<file path="src/rtl/encoder_4_to_2_rr.sv">
// Registered 4-to-2 request encoder. It picks one winner by fixed or round-robin priority and
// presents it as an index plus a one-hot grant over a valid/ready handshake.
module encoder_4_to_2_rr #(
  parameter int PRIORITY_MODE = 1
) (
  input  logic       clk,
  input  logic       rst,
  input  logic [3:0] req,
  input  logic       ready,
  output logic       valid,
  output logic [1:0] idx,
  output logic [3:0] gnt,
  output logic       multi
);

  localparam logic S_IDLE = 1'b0;
  localparam logic S_BUSY = 1'b1;

  logic       r_state;
  logic [1:0] r_idx;
  logic [1:0] r_ptr;
  logic       r_multi;

  logic       w_accept;
  logic       w_any_req;
  logic       w_multi_req;
  logic [1:0] w_base;
  logic [1:0] w_start;
  logic [1:0] w_win;

  assign w_accept    = (r_state == S_BUSY) && ready;
  assign w_any_req   = |req;
  assign w_multi_req = |(req & (req - 4'd1));

  // A back-to-back capture searches from the index being accepted, not the stale pointer
  assign w_base  = w_accept ? r_idx : r_ptr;
  assign w_start = (PRIORITY_MODE == 1) ? (w_base + 2'd1) : 2'd0;

  always_comb begin : find_winner
    logic       found;
    logic [1:0] pos;
    found = 1'b0;
    pos   = 2'd0;
    w_win = 2'd0;
    for (int k = 0; k < 4; k++) begin
      pos = w_start + 2'(k);
      if (!found && req[pos]) begin
        w_win = pos;
        found = 1'b1;
      end
    end
  end

  always_ff @(posedge clk or posedge rst) begin
    if (rst) begin
      r_state <= S_IDLE;
      r_idx   <= 2'b00;
      r_ptr   <= 2'b11;
      r_multi <= 1'b0;
    end else begin
      case (r_state)
        S_IDLE: begin
          if (w_any_req) begin
            r_idx   <= w_win;
            r_multi <= w_multi_req;
            r_state <= S_BUSY;
          end
        end
        S_BUSY: begin
          if (ready) begin
            r_ptr <= r_idx;
            if (w_any_req) begin
              r_idx   <= w_win;
              r_multi <= w_multi_req;
            end else begin
              r_state <= S_IDLE;
            end
          end
        end
        default: r_state <= S_IDLE;
      endcase
    end
  end

  assign valid = (r_state == S_BUSY);
  assign idx   = r_idx;
  assign multi = r_multi;
  assign gnt   = valid ? (4'b0001 << r_idx) : 4'b0000;

endmodule

</file>
<file path="config.mk">
export PLATFORM = sky130hd
export DESIGN_NAME = encoder_4_to_2_rr
export DESIGN_NICKNAME = d
export VERILOG_FILES = /design/src/rtl/encoder_4_to_2_rr.sv
export SDC_FILE = /design/constraint.sdc
export NUM_CORES = 1
export LEC_CHECK = 0
export BUFFER_PORTS_ARGS = -buffer_cell sky130_fd_sc_hd__clkbuf_2
export CAP_MARGIN = 10
export CORE_MARGIN = 5
export CORE_UTILIZATION = 30
export DETAILED_ROUTE_END_ITERATION = 10
export SETUP_SLACK_MARGIN = 0.1
export SYNTH_ARGS = -nofsm -noshare
export SYNTH_HDL_FRONTEND = slang
export SYNTH_SLANG_ARGS = --single-unit
</file>
<file path="constraint.sdc">
create_clock -name clk -period 3.35 [get_ports clk]
set_input_delay 0.8375 -clock clk [delete_from_list [all_inputs] [get_ports clk]]
set_output_delay 0.8375 -clock clk [all_outputs]
set_load 0.005 [all_outputs]
</file>
==> run summary <==
Status - completed
CTS tree - done
Sequential element share of the synthesized area - 0.296
Maximum clock skew at final layout - 0.00416 ns
Max-capacitance violation count - 0
Max Transition Viols Final - 0
Leakage - 0.286 nW
Clock-pin slew of the registers on the worst-case setup and hold paths - 0.05 ns
Largest net degree at the start of global routing - 14
Remaining max-slew budget at the tightest pin - 0.770
Flop2flop setup slack - 1.75 ns
Crit path max fanout - 13
Peak ir drop on the vdd network - 0.000355 V
Syn-to-layout area delta - 19.7%
Measured slew at the worst slew-check pin - 0.345 ns
Total via count in the routed design - 515
Unrepaired setup endpoints after global routing - false
Number of buffers inserted during clock tree synthesis - 3
Num ports - 15
First-pass GRT wire length - 1870 um
Worst flop-to-flop path endpoint - idx[1]
Number of distinct library cells after synthesis - 37
Endpoint type of the worst setup path - output pin
Initial DRT Pass Iterations - 4
Number of antenna violations at the first check in global routing - 0
Most used standard cell by instance count after synthesis - sky130_fd_sc_hd__nand2_1
Final Hold Viols - 0
Worst skew pair latency - 0.25 ns
Gates resized, CTS repair - 0
Final Cycle Share - 0.598
Ranking of synthesized cells by area - sky130_fd_sc_hd__dfrtp_1, sky130_fd_sc_hd__dfstp_2, sky130_fd_sc_hd__and3_1
Synth warn - 0
Via-per-instance ratio - 5.54
Vertical extent of the die - 51.5 um
Number of antenna-violating nets in the routed design - 0
Max Clk Rate - 0.499 GHz
Detail Placement HPWL - 948 um
Ranking of synthesized cells by instance count - sky130_fd_sc_hd__nand2_1, sky130_fd_sc_hd__and3_1, sky130_fd_sc_hd__dfrtp_1, sky130_fd_sc_hd__nor2_1
Kind of start point of the critical path - flip-flop
Worst path required time - 2.51 ns
CTS Sinks - 6
Number of register bits inferred by synthesis - 6
Top cell type by total area after synthesis - sky130_fd_sc_hd__dfrtp_1
Max H-tree Level - 1
Number of nets in the final layout - 84
FF-to-FF path depth - 4
Setup Slack @ Placement - 1.30 ns
Post-DR wirelength/cell - 13.2 um
Post-synth ARST share - 1.00
Port-buffer cells - 14
Final global-route overflow total - 0
Worst reg2reg path startpoint - valid
Cells after synthesis - 60
Iter 0 DRT Violations - 5
Final Setup Violations - 0
Horizontal die dimension - 51.5 um
Arrival time worst endpoint - 1.17 ns
Overall routing resource usage - 0.0965
Worst path setup slack after routing - 1.35 ns
Area fraction of the dominant cell type after synthesis - 0.194
Die ar. - 2650 um2
Ys flop type - sky130_fd_sc_hd__dfrtp_1
Post-route DRC - 0
Max Root-Sink Buffers - 2
Clock Tree Root - sky130_fd_sc_hd__clkbuf_4
Mapped Avg Cell Area - 8.59 um2
Vias in the first global route - 414
# diodes - 0
Overall power - 317 uW
Total negative slack - 0 ns
Number of enable-type register cells in the synthesized netlist - 0
Power density relative to cell area - 515 nW/um2
Post-synthesis net count - 67
Last weighted congestion value of the routability-driven placer - 0.815
Critical Setup Path Class - reg2out
Netlist area before placement - 515 um2
Core outline area - 1670 um2
Final WL - 1220 um
Number of hold-repair buffers added at the cts stage - 0
Total setup buffers inserted after CTS - 0
Layout cells sized above 1 - 0.329
Clock period minus final worst setup slack - 2.00 ns
Cell row count - 15
Effective utilization at floorplan - 0.309
Class of the tightest hold or removal check - in2async
sequential cells by signal, summed over array words and instances, names as in the netlist:
signal  flops
idx         2
multi       1
r_ptr       2
valid       1
area by class of cell:
| type | count | area (um2) |
|---|---|---|
| clock buffer | 4 | 26.3 |
| fill | 177 | 1050 |
| inverter | 3 | 11.3 |
| multi-input combinational | 49 | 335 |
| sequential | 6 | 153 |
| tap | 17 | 21.3 |
| timing repair buffer | 14 | 70.1 |
worst max-delay path: stages (launching register included):
cell                       delay (ns)
sky130_fd_sc_hd__dfrtp_1         0.54
sky130_fd_sc_hd__nor3b_1         0.23
sky130_fd_sc_hd__clkbuf_2        0.15
logic make-up (layout without fill, tap and decap cells):
logic type,count (synthesis),in the layout,share of synthesized area
fa+ha+maj,1,1,0.0194
simple gates,28,28,0.320
compound gates,17,17,0.257
buf+inv,5,21,0.0534
mux,1,1,0.0194
xor+xnor,2,2,0.0340
flops,6,6,0.296
metrics by stage:
stage	hold slack, ns	cells	instance area (um2)	util
after floorplan	0.471	60	515	-
after global placement	0.473	89	591	0.354
after detailed placement	0.482	89	591	0.354
after CTS	0.469	93	617	0.369
after global routing	0.488	93	617	0.369
final	0.471	93	617	0.369
how the worst max path moves through the flow:
stage	startpoint	to	slack, ns	cells after the start
4_1_cts	valid	gnt[0]	1.34	2
2_1_floorplan	req[0]	idx[1]	1.50	4
3_3_place_gp	req[0]	idx[0]	1.30	5
5_1_grt	valid	gnt[0]	1.23	2
6_report	valid	gnt[0]	1.35	2
3_5_place_dp	req[0]	idx[0]	1.30	5
per-layer routing:
metal,GRT usage,wire length (um),vias to the layer above
met2,0.146,530,25
met5,0,0,-
met1,0.125,554,235
li1,-,-,255
met4,0.0131,0,0
met3,0.0496,138,0
power breakdown:
group	switching, mW	leakage (nW)	internal, mW	total, mW
Sequential	0.0240	0.0648	0.0927	0.117
Combinational	0.0624	0.206	0.0660	0.128
Clock	0.0271	0.0150	0.0452	0.0723
Total	0.114	0.286	0.204	0.317
cells in the final DEF, fill, tap and decap left out, drive strengths merged, types with 2 or more instances in the layout:
master and n:
a211oi 2, a21boi 2, and3 4, clkbuf 18
dfrtp 4, dfstp 2, inv 3, nand2 6
nand2b 3, nand3 2, nor2 4, o211ai 2
o21ai 3, xnor2 2
Power figures use the tool's default switching activity.
